**config.mk**
```make
export PLATFORM = sky130hd
export DESIGN_NAME = mem_stage
export DESIGN_NICKNAME = d
export VERILOG_FILES = /design/src/rtl/mem_stage.sv
export SDC_FILE = /design/constraint.sdc
export NUM_CORES = 1
export LEC_CHECK = 0
export CORE_ASPECT_RATIO = 0.6
export CORE_MARGIN = 1.5
export CORE_UTILIZATION = 33
export CTS_CLUSTER_SIZE = 12
export DETAILED_ROUTE_END_ITERATION = 8
export PLACE_DENSITY = 0.72
export SLEW_MARGIN = 20
export SYNTH_ARGS = -nofsm -noshare
export SYNTH_HDL_FRONTEND = slang
export SYNTH_SLANG_ARGS = --single-unit
export TNS_END_PERCENT = 1
```
**constraint.sdc**
```tcl
create_clock -name clk -period 4 [get_ports clk]
set_clock_uncertainty 0.05 [all_clocks]
set_input_delay 0.6 -clock clk [delete_from_list [all_inputs] [get_ports clk]]
set_output_delay 0.6 -clock clk [all_outputs]
set_load 0.01 [all_outputs]
```
**src/rtl/mem_stage.sv**
```systemverilog
// rtl/mem_stage.sv - memory-access pipeline stage with req/ack data memory port and registered MEM/WB bundle
module mem_stage #(
    parameter int ADDR_W  = 16,
    parameter int TIMEOUT = 64,
    parameter int CNT_W   = 7
) (
    input  logic              clk,
    input  logic              rst_n,
    input  logic              valid_in,
    input  logic [15:0]       PC_in,
    input  logic [31:0]       ALURes_in,
    input  logic [31:0]       StoreData_in,
    input  logic [2:0]        WriteReg_in,
    input  logic              write_en_in,
    input  logic              MemRead_in,
    input  logic              MemWrite_in,
    output logic              stall_out,
    output logic              mem_req,
    output logic              mem_we,
    output logic [ADDR_W-1:0] mem_addr,
    output logic [31:0]       mem_wdata,
    input  logic [31:0]       mem_rdata,
    input  logic              mem_ack,
    output logic              valid_out,
    output logic [15:0]       PC_out,
    output logic [31:0]       ALURes_out,
    output logic [31:0]       MemReadData_out,
    output logic [2:0]        WriteReg_out,
    output logic              write_en_out,
    output logic              MemRead_out,
    output logic              mem_err
);

    typedef enum logic {IDLE, ACCESS} state_t;

    state_t           state, state_nx;
    logic [CNT_W-1:0] cnt;
    logic             memop;
    logic             timeout_hit;
    logic             stall_int;

    // Copy of the instruction taken at issue so the retire does not depend
    // on upstream keeping its inputs stable through the abort cycle.
    logic [15:0]      hold_pc;
    logic [31:0]      hold_alu;
    logic [2:0]       hold_wreg;
    logic             hold_we;
    logic             hold_mr;

    assign memop       = valid_in & (MemRead_in | MemWrite_in);
    // Ack has priority over the timeout in the same cycle.
    assign timeout_hit = (state == ACCESS) && !mem_ack && (cnt == CNT_W'(TIMEOUT - 1));

    always_ff @(posedge clk) begin
        if (!rst_n) state <= IDLE;
        else        state <= state_nx;
    end

    always_comb begin
        state_nx  = state;
        stall_int = 1'b0;
        case (state)
            IDLE: begin
                if (memop) begin
                    state_nx  = ACCESS;
                    stall_int = 1'b1;
                end
            end
            ACCESS: begin
                stall_int = ~mem_ack & ~timeout_hit;
                if (mem_ack || timeout_hit) state_nx = IDLE;
            end
            default: state_nx = IDLE;
        endcase
    end

    // No stall while in reset so upstream is not frozen by a pending memop.
    assign stall_out = rst_n & stall_int;

    always_ff @(posedge clk) begin
        if (!rst_n) begin
            mem_req         <= 1'b0;
            mem_we          <= 1'b0;
            mem_addr        <= '0;
            mem_wdata       <= '0;
            cnt             <= '0;
            valid_out       <= 1'b0;
            PC_out          <= '0;
            ALURes_out      <= '0;
            MemReadData_out <= '0;
            WriteReg_out    <= '0;
            write_en_out    <= 1'b0;
            MemRead_out     <= 1'b0;
            mem_err         <= 1'b0;
            hold_pc         <= '0;
            hold_alu        <= '0;
            hold_wreg       <= '0;
            hold_we         <= 1'b0;
            hold_mr         <= 1'b0;
        end else begin
            case (state)
                IDLE: begin
                    if (!valid_in) begin
                        valid_out    <= 1'b0;
                        write_en_out <= 1'b0;
                    end else if (!memop) begin
                        valid_out    <= 1'b1;
                        PC_out       <= PC_in;
                        ALURes_out   <= ALURes_in;
                        WriteReg_out <= WriteReg_in;
                        write_en_out <= write_en_in;
                        MemRead_out  <= MemRead_in;
                    end else begin
                        mem_req      <= 1'b1;
                        mem_we       <= MemWrite_in & ~MemRead_in;
                        mem_addr     <= ALURes_in[ADDR_W-1:0];
                        mem_wdata    <= StoreData_in;
                        cnt          <= '0;
                        valid_out    <= 1'b0;
                        write_en_out <= 1'b0;
                        hold_pc      <= PC_in;
                        hold_alu     <= ALURes_in;
                        hold_wreg    <= WriteReg_in;
                        hold_we      <= write_en_in;
                        hold_mr      <= MemRead_in;
                    end
                end
                ACCESS: begin
                    if (mem_ack) begin
                        mem_req      <= 1'b0;
                        valid_out    <= 1'b1;
                        PC_out       <= hold_pc;
                        ALURes_out   <= hold_alu;
                        WriteReg_out <= hold_wreg;
                        write_en_out <= hold_we;
                        MemRead_out  <= hold_mr;
                        if (!mem_we) MemReadData_out <= mem_rdata;
                    end else if (timeout_hit) begin
                        // Abort: retire without a register write, flag the error.
                        mem_req      <= 1'b0;
                        mem_err      <= 1'b1;
                        valid_out    <= 1'b1;
                        PC_out       <= hold_pc;
                        ALURes_out   <= hold_alu;
                        WriteReg_out <= hold_wreg;
                        write_en_out <= 1'b0;
                        MemRead_out  <= hold_mr;
                    end else begin
                        cnt <= cnt + 1'b1;
                    end
                end
                default: ;
            endcase
        end
    end

endmodule

```
==> results of run 1 <==
-- cells in the final DEF, fill, tap and decap left out, drive strengths merged, types with 10 or more instances in the layout --
cell type      instances
a21boi                44
a21oi                129
dfxtp                182
clkdlybuf4s50        259
a211oi                52
nand2b                45
o2bb2ai               44
clkbuf                23
nand2                147
buf                   10
nor2                  12
-- area by class of cell --
class / instances / area (sq um) / area share
Sequential cell: 182 / 3650 / 0.346
Clock buffer: 23 / 478 / 0.0453
Inverter: 2 / 12.5 / 0.00119
Clock inverter: 8 / 97.6 / 0.00924
Tap cell: 286 / 358 / 0.0339
Timing Repair Buffer: 269 / 2680 / 0.254
Multi-Input combinational cell: 519 / 3280 / 0.311
-- cell usage after synthesis (6+ instances only) --
master / count
a21oi_1: 129
o2bb2ai_1: 44
mux2i_1: 8
nand2_1: 147
nor2_1: 11
nand2b_1: 45
buf_6: 6
buf_4: 18
clkbuf_1: 44
buf_2: 15
dfxtp_1: 182
a211oi_2: 50
a21boi_0: 44
-- worst max-delay path, cell delays in order --
cell and delay (ps):
clkdlybuf4s50_1 530, nor2b_1 390, o21ai_4 90, a21oi_1 180, clkdlybuf4s50_1 610
-- power groups by stage --
stage / combinational, W / clock (W) / sequential, W
3_5_place_dp: 0.000787 / 0 / 0.00204
2_1_floorplan: 0.000376 / 0 / 0.00207
3_3_place_gp: 0.000778 / 0 / 0.00204
6_report: 0.000780 / 0.00166 / 0.00201
4_1_cts: 0.000791 / 0.00172 / 0.00201
5_1_grt: 0.000846 / 0.00179 / 0.00202
-- worst max-delay path by stage --
| stage | from | to | slack [ps] | depth (start not counted) |
|---|---|---|---|---|
| finish | valid_in | stall_out | 940 | 5 |
| detailed placement | mem_ack | PC_out[10] | 810 | 7 |
| global placement | mem_ack | ALURes_out[13] | 860 | 7 |
| floorplan | valid_in | stall_out | 1910 | 4 |
| CTS | valid_in | stall_out | 910 | 5 |
| global route | valid_in | stall_out | 840 | 5 |
-- cells by family after synthesis --
| kind of cell | share of synthesized area |
|---|---|
| fa+ha+maj | 0.00170 |
| xor+xnor | 0.00477 |
| mux | 0.0109 |
| buf+inv | 0.0613 |
| flops | 0.496 |
| simple gates | 0.138 |
| compound gates | 0.287 |
-- registers in the layout (all words and copies together) (netlist names), 3 cells and up --
name and flops:
ALURes_out 32, MemReadData_out 32, PC_out 16, WriteReg_out 3
cnt 7, hold_alu 17, hold_pc 16, hold_wreg 3
mem_addr 15, mem_wdata 32
-- per-layer routing --
metal	wire (um)	part of all wire	GRT usage	vias up
met2	9080	0.43	0.282	196
met4	156	0.0074	0.0407	0
met5	0	0	0	-
li1	-	-	-	3132
met3	1640	0.078	0.0642	11
met1	10100	0.48	0.240	2964
-- stage by stage --
stage / hold slack, ps / std cells
5_1_grt: 419 / 1289
2_1_floorplan: 353 / 786
3_5_place_dp: 372 / 1258
6_report: 389 / 1289
3_3_place_gp: 365 / 1258
4_1_cts: 387 / 1289
==> run_results.csv, run 1 <==
group,metric,value,unit
detailed_routing,dr.first_iter.drc_count,260,
sta,finalHoldViolations,0,
grt,antenna_found_initial,0,
sta,period_needed,3060,ps
sta,final.setup.tns,0,ps
finish,drive_above_1_share,0.0987,
worst_setup_path,reg2reg_from,"cnt[0]",
pwr,p_leak,3.66,nW
clock_network,clk_latency,430,ps
finish,post-route-util,0.481,
place,portBuffers,259,
place,place_area,9980,sq um
clock_network,clock_path_buffers,2,
place,hpwlAfterDp,13500,um
finish,fill_cells,2101,
grt,grt_pass1_vias,6117,
synthesis,synthArstFlopShare,0,
floorplanning,dieArea,23200,sq um
sta,final-setup-viol-count,0,
worst_setup_path,r2r_slack,1270,ps
pwr,combPwrFrac,0.175,
synthesis,syn_area_per_cell,9.35,sq um
worst_setup_path,cp-start-kind,"primary input",
detailed_routing,first_pass_iters,4,
detailed_routing,wl_per_cell,16.3,um
pwr,total_power,0.00444,W
pwr,clkPwrFrac,0.373,
synthesis,synth.area.top_cells,"dfxtp_1 (50%), a21oi_1 (8.8%), a211oi_2 (8.5%)",
synthesis,synth_edf_count,0,
detailed_routing,vias_per_cell,4.89,
job,cap_viol_max_count,0,
hold_path,hold_path_class,"reg -> reg",
synthesis,synth.distinct_cells,40,
clock_network,cts_tree,"built",
synthesis,synth_top_area_frac,0.496,
run_status,status,"finished clean",
clock_network,cts_sinks,182,
detailed_routing,antenna_left,0,
floorplanning,die_h,119,um
floorplanning,die_w,196,um
worst_setup_path,rr_endpoint,"PC_out[3]",
detailed_routing,vias,6303,
clock_network,clk_pin_slew,60,ps
hold_path,holdPathEnd,"cnt[6]",
finish,layout.nets,1114,
synthesis,synth_cells,786,
worst_setup_path,cp.required,3350,ps
synthesis,synth_seq_cells,182,
synthesis,syn_area,7350,sq um
pwr,p_per_area,421,nW/um^2
synthesis,yosys_warnings,0,
finish,synthToLayoutAreaGrowth,43.7,%
pwr,sw_frac_of_total,0.256,
pwr,seq_power_share,0.452,
worst_setup_path,cp_max_fo,5,
clock_network,cts_hold_buf,0,
sta,report.final.slew_viol_count,0,
clock_network,postCtsSetupBuffers,0,
worst_setup_path,rr_worst_depth,7,
sta,rsz0062_at_grt,"no",
detailed_routing,wl,20900,um
clock_network,htree_levels,4,
grt,grt_start_max_net_pins,81,
clock_network,cts_buffers,17,
pwr,peakVddDrop,0.000292,V
clock_network,cts_resized,0,
pwr,intPower,0.00331,W
sta,setup_ws,941,ps
hold_path,min_from,"cnt[6]",
grt,grt_pass1_wl,33100,um
sta,max_freq,0.327,GHz
sta,finalCritPeriodShare,0.765,
floorplanning,std_cell_rows,42,
synthesis,synth-seq-area-share,0.496,
place,dpl_worst_slack,809,ps
sta,worst_pin_slew,846,ps
worst_setup_path,worstPathArrival,2410,ps
worst_setup_path,end_kind,"primary output",
synthesis,syn-num-nets,909,
floorplanning,fp.coreArea,22000,sq um
grt,gr-total-overflow,0,
synthesis,yosysTopAreaCell,"dfxtp_1",
finish,final_cell_area,10600,sq um
floorplanning,start_util,0.334,
clock_network,cts_root_buf,"clkbuf_16",
detailed_routing,drc,0,
grt,grtUsageTotal,0.181,
place,gp_congestion,0.724,
worst_setup_path,path_class,"in -> out",
synthesis,ys.flop_type,"dfxtp_1",
floorplanning,pin_count,260,
sta,slew_headroom,0.436,
pwr,switchingPower,0.00114,W
hold_path,holdPathStages,2,
finish,diodes,0,
Power figures use the tool's default switching activity.
==> run 2, diff against run 1 <==
- PLACE_DENSITY: 0.72 -> 0.74
- clock period: 4 -> 2.8 ns (I/O delays scaled with it)
==> run 2 against run 1 <==
Net effect: first-iteration DRC count grew 3.8%; sequential power grew 42%; count of clock-buffer cells in the layout is the same; die area is the same; largest cell class unchanged; critical path type unchanged; flip-flop and latch count is the same; register-to-register slack lost 640 ps; total power grew 48%; global-route usage grew 0.75 points; worst setup slack lost 770 ps; critical path depth is the same; cell area grew 1.7%; final cell count grew 0.78%.
==> run_results.csv, run 2 (synthesized netlist as in run 1, its figures left out) <==
group,metric,value,unit
sta,worst_pin_slew,1100,ps
grt,grt_start_max_net_pins,132,
detailed_routing,vias_per_cell,4.91,
grt,grt_pass1_vias,6534,
finish,final_cell_mix,"clkdlybuf4s50_1 (259), dfxtp_1 (181), nand2_1 (147)",
place,hpwlAfterDp,13800,um
pwr,p_per_area,612,nW/um^2
detailed_routing,wl,21600,um
clock_network,postCtsSetupBuffers,0,
pwr,total_power,0.00657,W
sta,final-setup-viol-count,0,
pwr,peakVddDrop,0.000480,V
clock_network,clk_latency,430,ps
sta,finalCritPeriodShare,0.940,
place,dpl_worst_slack,95.6,ps
finish,reg_top3,"ALURes_out: 32 flops, MemReadData_out: 32 flops, mem_wdata: 32 flops",
finish,final_common_cell,"clkdlybuf4s50_1",
clock_network,cts_buffers,17,
clock_network,cts_tree,"built",
sta,period_needed,2630,ps
clock_network,cts_root_buf,"clkbuf_16",
floorplanning,pin_count,260,
worst_setup_path,cp_max_fo,3,
finish,drive_above_1_share,0.109,
detailed_routing,dr.first_iter.drc_count,270,
sta,slew_headroom,0.263,
floorplanning,die_w,196,um
clock_network,htree_levels,4,
hold_path,hold_path_class,"reg -> reg",
sta,final.setup.tns,0,ps
grt,grt_pass1_wl,34500,um
clock_network,clock_path_buffers,2,
finish,fin_cells,1299,
sta,finalHoldViolations,0,
sta,setup_ws,168,ps
grt,grtUsageTotal,0.188,
clock_network,cts_resized,0,
place,portBuffers,259,
worst_setup_path,cp-start-kind,"primary input",
detailed_routing,first_pass_iters,4,
worst_setup_path,worstPathArrival,2160,ps
clock_network,cts_sinks,182,
floorplanning,die_h,119,um
sta,report.final.slew_viol_count,0,
finish,layout.nets,1123,
worst_setup_path,path_class,"in -> out",
clock_network,clk_pin_slew,70,ps
grt,antenna_found_initial,1,
worst_setup_path,end_kind,"primary output",
clock_network,cts_hold_buf,0,
job,cap_viol_max_count,0,
floorplanning,std_cell_rows,42,
finish,synthToLayoutAreaGrowth,46.1,%
finish,final_cell_area,10700,sq um
detailed_routing,vias,6377,
detailed_routing,antenna_left,0,
place,gp_congestion,0.758,
place,numPlacedInstances,1267,
detailed_routing,drc,0,
pwr,p_leak,3.75,nW
grt,gr-total-overflow,0,
sta,rsz0062_at_grt,"no",
worst_setup_path,cp.required,2330,ps
floorplanning,start_util,0.334,
sta,max_freq,0.380,GHz
floorplanning,fp.coreArea,22000,sq um
detailed_routing,wl_per_cell,16.6,um
finish,diodes,0,
run_status,status,"finished clean",
place,place_area,10100,sq um
floorplanning,dieArea,23200,sq um
run 2: critical path: stages:
cell and delay, ps:
clkdlybuf4s50_1 540, nor2b_1 340, o21ai_4 100, a21oi_1 170, clkdlybuf4s50_1 600
run 2: per-layer routing:
layer  routed length [um]  global-route usage
met2                 9330               0.292
met3                 1630              0.0679
met5                   13                   0
met4                  255              0.0562
met1                10400               0.245
run 2: cell type report:
class / instances / area [sq um]
repair buffers: 278 / 2810
flip-flops and latches: 182 / 3640
clock buffers: 23 / 488
multi-input cells: 519 / 3280
fillers: 2068 / 11200
inverters: 2 / 12.5
clock inverters: 9 / 140
well taps: 286 / 358
run 2: worst paths after layout:
check                start             end  slack, ps  depth (start not counted)
hold / removal      cnt[6]          cnt[6]        380                          2
setup / recovery  valid_in       stall_out        170                          5
hold reg to reg     cnt[6]          cnt[6]        380                          2
setup reg to reg    cnt[0]  ALURes_out[25]        630                          7
run 2: where the power goes:
part | total [W] | switching (W) | internal [W]
Sequential | 0.00286 | 0.0000953 | 0.00276
Combinational | 0.00116 | 0.000553 | 0.000605
Clock | 0.00256 | 0.00104 | 0.00151
Total | 0.00657 | 0.00169 | 0.00488
run 2: through the flow:
stage | hold WS (ps) | util
after floorplan | 353 | -
after global placement | 370 | 0.460
after detailed placement | 372 | 0.460
after CTS | 382 | 0.489
after global routing | 422 | 0.489
final | 383 | 0.489
==> run 3, diff against run 2 <==
- CORE_UTILIZATION: 33 -> 40
- PLACE_DENSITY: 0.74 -> 0.85
- SLEW_MARGIN: 20 -> 25
==> run 3 against run 2 <==
Net effect: combinational power barely moved; critical path depth did not move; final cell count fell by 3.8%; worst setup slack improved by 44 ps; worst hold slack improved by 8.2 ps; total power fell by 3.5%; die area fell by 17%; first-iteration DRC count rose by 34%; wire length fell by 4.6%; flip-flop and latch count did not move; global-route usage rose by 2.4 points; count of clock-buffer cells in the layout fell by 2; critical path type unchanged; largest cell class unchanged; highest routed layer is now met4.
==> run_results.csv, run 3 (synthesized netlist as in run 1, its figures left out) <==
group,metric,value,unit
finish,fill_cells,1535,
floorplanning,std_cell_rows,38,
sta,setup_ws,211,ps
pwr,sw_frac_of_total,0.249,
pwr,intPower,0.00476,W
finish,reg_top3,"ALURes_out: 32 flops, MemReadData_out: 32 flops, mem_wdata: 32 flops",
clock_network,cts_buffers,17,
pwr,peakVddDrop,0.000402,V
sta,final-setup-viol-count,0,
detailed_routing,antenna_left,0,
worst_setup_path,cp-start-kind,"primary input",
clock_network,cts_sinks,182,
clock_network,clk_pin_slew,60,ps
floorplanning,die_h,108,um
sta,final.setup.tns,0,ps
grt,grt_pass1_wl,31800,um
clock_network,postCtsSetupBuffers,0,
worst_setup_path,crit_path_frequent_cell,"clkdlybuf4s50_1",
sta,finalHoldViolations,0,
detailed_routing,vias,6377,
worst_setup_path,cp_slowest_cell,"clkdlybuf4s50_1",
worst_setup_path,path_cells,"clkdlybuf4s50_1 -> nor2b_1 -> o21ai_4 -> a21oi_1 -> clkdlybuf4s50_1",
worst_setup_path,cp_max_fo,4,
pwr,p_leak,3.72,nW
clock_network,cts_resized,0,
place,hpwlAfterDp,14000,um
finish,seq_area,3640,sq um
floorplanning,pin_count,260,
worst_setup_path,crit_start,"valid_in",
finish,final_cell_area,10600,sq um
worst_setup_path,cp.required,2330,ps
finish,layout.nets,1125,
run_status,status,"finished clean",
pwr,p_per_area,598,nW/um^2
finish,synthToLayoutAreaGrowth,44.1,%
worst_setup_path,cp_top_family,"buffers and inverters",
clock_network,htree_levels,4,
finish,final_common_cell,"clkdlybuf4s50_1",
pwr,switchingPower,0.00158,W
sta,period_needed,2590,ps
job,cap_viol_max_count,0,
worst_setup_path,cp_num_cells,5,
worst_setup_path,end_kind,"primary output",
clock_network,clk_latency,420,ps
worst_setup_path,worstPathArrival,2120,ps
floorplanning,die_w,178,um
worst_setup_path,reg2reg_from,"cnt[0]",
clock_network,clock_path_buffers,2,
detailed_routing,vias_per_cell,5.10,
sta,max_freq,0.386,GHz
detailed_routing,drc,0,
worst_setup_path,r2r_slack,340,ps
pwr,seq_power_share,0.451,
place,dpl_worst_slack,184,ps
sta,report.final.slew_viol_count,0,
hold_path,hold_path_class,"reg -> reg",
worst_setup_path,path_class,"in -> out",
clock_network,cts_tree,"built",
pwr,clkPwrFrac,0.369,
pwr,total_power,0.00634,W
detailed_routing,first_pass_iters,4,
finish,final_cell_mix,"clkdlybuf4s50_1 (259), dfxtp_1 (181), nand2_1 (147)",
worst_setup_path,critical-path-max-stage-delay,610,ps
floorplanning,dieArea,19200,sq um
worst_setup_path,rr_worst_depth,7,
place,place_area,10000,sq um
worst_setup_path,rr_endpoint,"WriteReg_out[2]",
grt,antenna_found_initial,0,
finish,multi_input_area,3280,sq um
place,portBuffers,259,
sta,finalCritPeriodShare,0.924,
place,gp_congestion,0.764,
detailed_routing,dr.first_iter.drc_count,363,
sta,worst_pin_slew,1040,ps
worst_setup_path,critPathBufInv,2,
detailed_routing,wl,20600,um
grt,gr-total-overflow,0,
detailed_routing,wl_per_cell,16.5,um
floorplanning,fp.coreArea,18000,sq um
worst_setup_path,endpoint,"stall_out",
grt,grtUsageTotal,0.213,
grt,grt_pass1_vias,6168,
sta,slew_headroom,0.308,
sta,rsz0062_at_grt,"no",
clock_network,cts_hold_buf,0,
floorplanning,start_util,0.408,
finish,drive_above_1_share,0.105,
clock_network,cts_root_buf,"clkbuf_16",
grt,grt_start_max_net_pins,89,
pwr,combPwrFrac,0.180,
finish,diodes,0,
## run 3: cell types whose count changed in the layout (fill, tap and decap cells not counted)
| cell | change |
|---|---|
| buf_12 | -2 |
| buf_4 | +4 |
| clkbuf_1 | +1 |
| clkbuf_8 | -3 |
| clkinv_2 | +3 |
| clkinv_4 | -2 |
| clkinvlp_4 | -2 |
| inv_4 | +1 |
| inv_6 | -3 |
## run 3: through the flow
| step | utilization | instances | hold WS, ps |
|---|---|---|---|
| 3_3_place_gp | 0.557 | 1223 | 372 |
| 6_report | 0.588 | 1250 | 391 |
| 4_1_cts | 0.588 | 1250 | 390 |
| 5_1_grt | 0.588 | 1250 | 402 |
| 2_1_floorplan | - | 786 | 353 |
| 3_5_place_dp | 0.557 | 1223 | 375 |
## run 3: worst min-delay path by stage
| stage | cells past startpoint | endpoint | slack (ps) | from |
|---|---|---|---|---|
| 5_1_grt | 2 | cnt[6] | 400 | cnt[6] |
| 6_report | 2 | cnt[6] | 390 | cnt[6] |
| 4_1_cts | 2 | cnt[6] | 390 | cnt[6] |
| 2_1_floorplan | 2 | cnt[6] | 350 | cnt[6] |
| 3_3_place_gp | 2 | cnt[6] | 370 | cnt[6] |
| 3_5_place_dp | 2 | cnt[6] | 380 | cnt[6] |
## run 3: area by class of cell
class                      instances  area share
sequential                       182       0.344
multi-input combinational        519       0.310
timing repair buffer             280       0.264
clock buffer                      21      0.0425
tap                              240      0.0284
clock inverter                     6     0.00992
inverter                           2    0.000945
## run 3: power groups by stage
stage          registers, W  clock network [W]  logic [W]
2_1_floorplan       0.00295                  0   0.000537
3_3_place_gp        0.00291                  0    0.00113
3_5_place_dp        0.00291                  0    0.00115
4_1_cts             0.00286            0.00239    0.00115
5_1_grt             0.00288            0.00251    0.00123
6_report            0.00286            0.00234    0.00114
## run 3: routing by layer
| metal | GRT usage | share of wire | vias to the layer above |
|---|---|---|---|
| li1 | - | - | 3160 |
| met1 | 0.273 | 0.45 | 3011 |
| met2 | 0.333 | 0.45 | 188 |
| met3 | 0.0833 | 0.089 | 18 |
| met4 | 0.0594 | 0.0079 | 0 |
| met5 | 0 | 0 | - |
## run 3: worst register-to-register path, delay by kind of cell, from the launching register on
kind | cells | cell delay (ps)
adder cells (fa/ha/maj) | 1 | 180
buffers and inverters | 2 | 700
AO/OA/AOI/OAI | 2 | 340
AND/OR/NAND/NOR | 2 | 680
flip-flops | 1 | 360
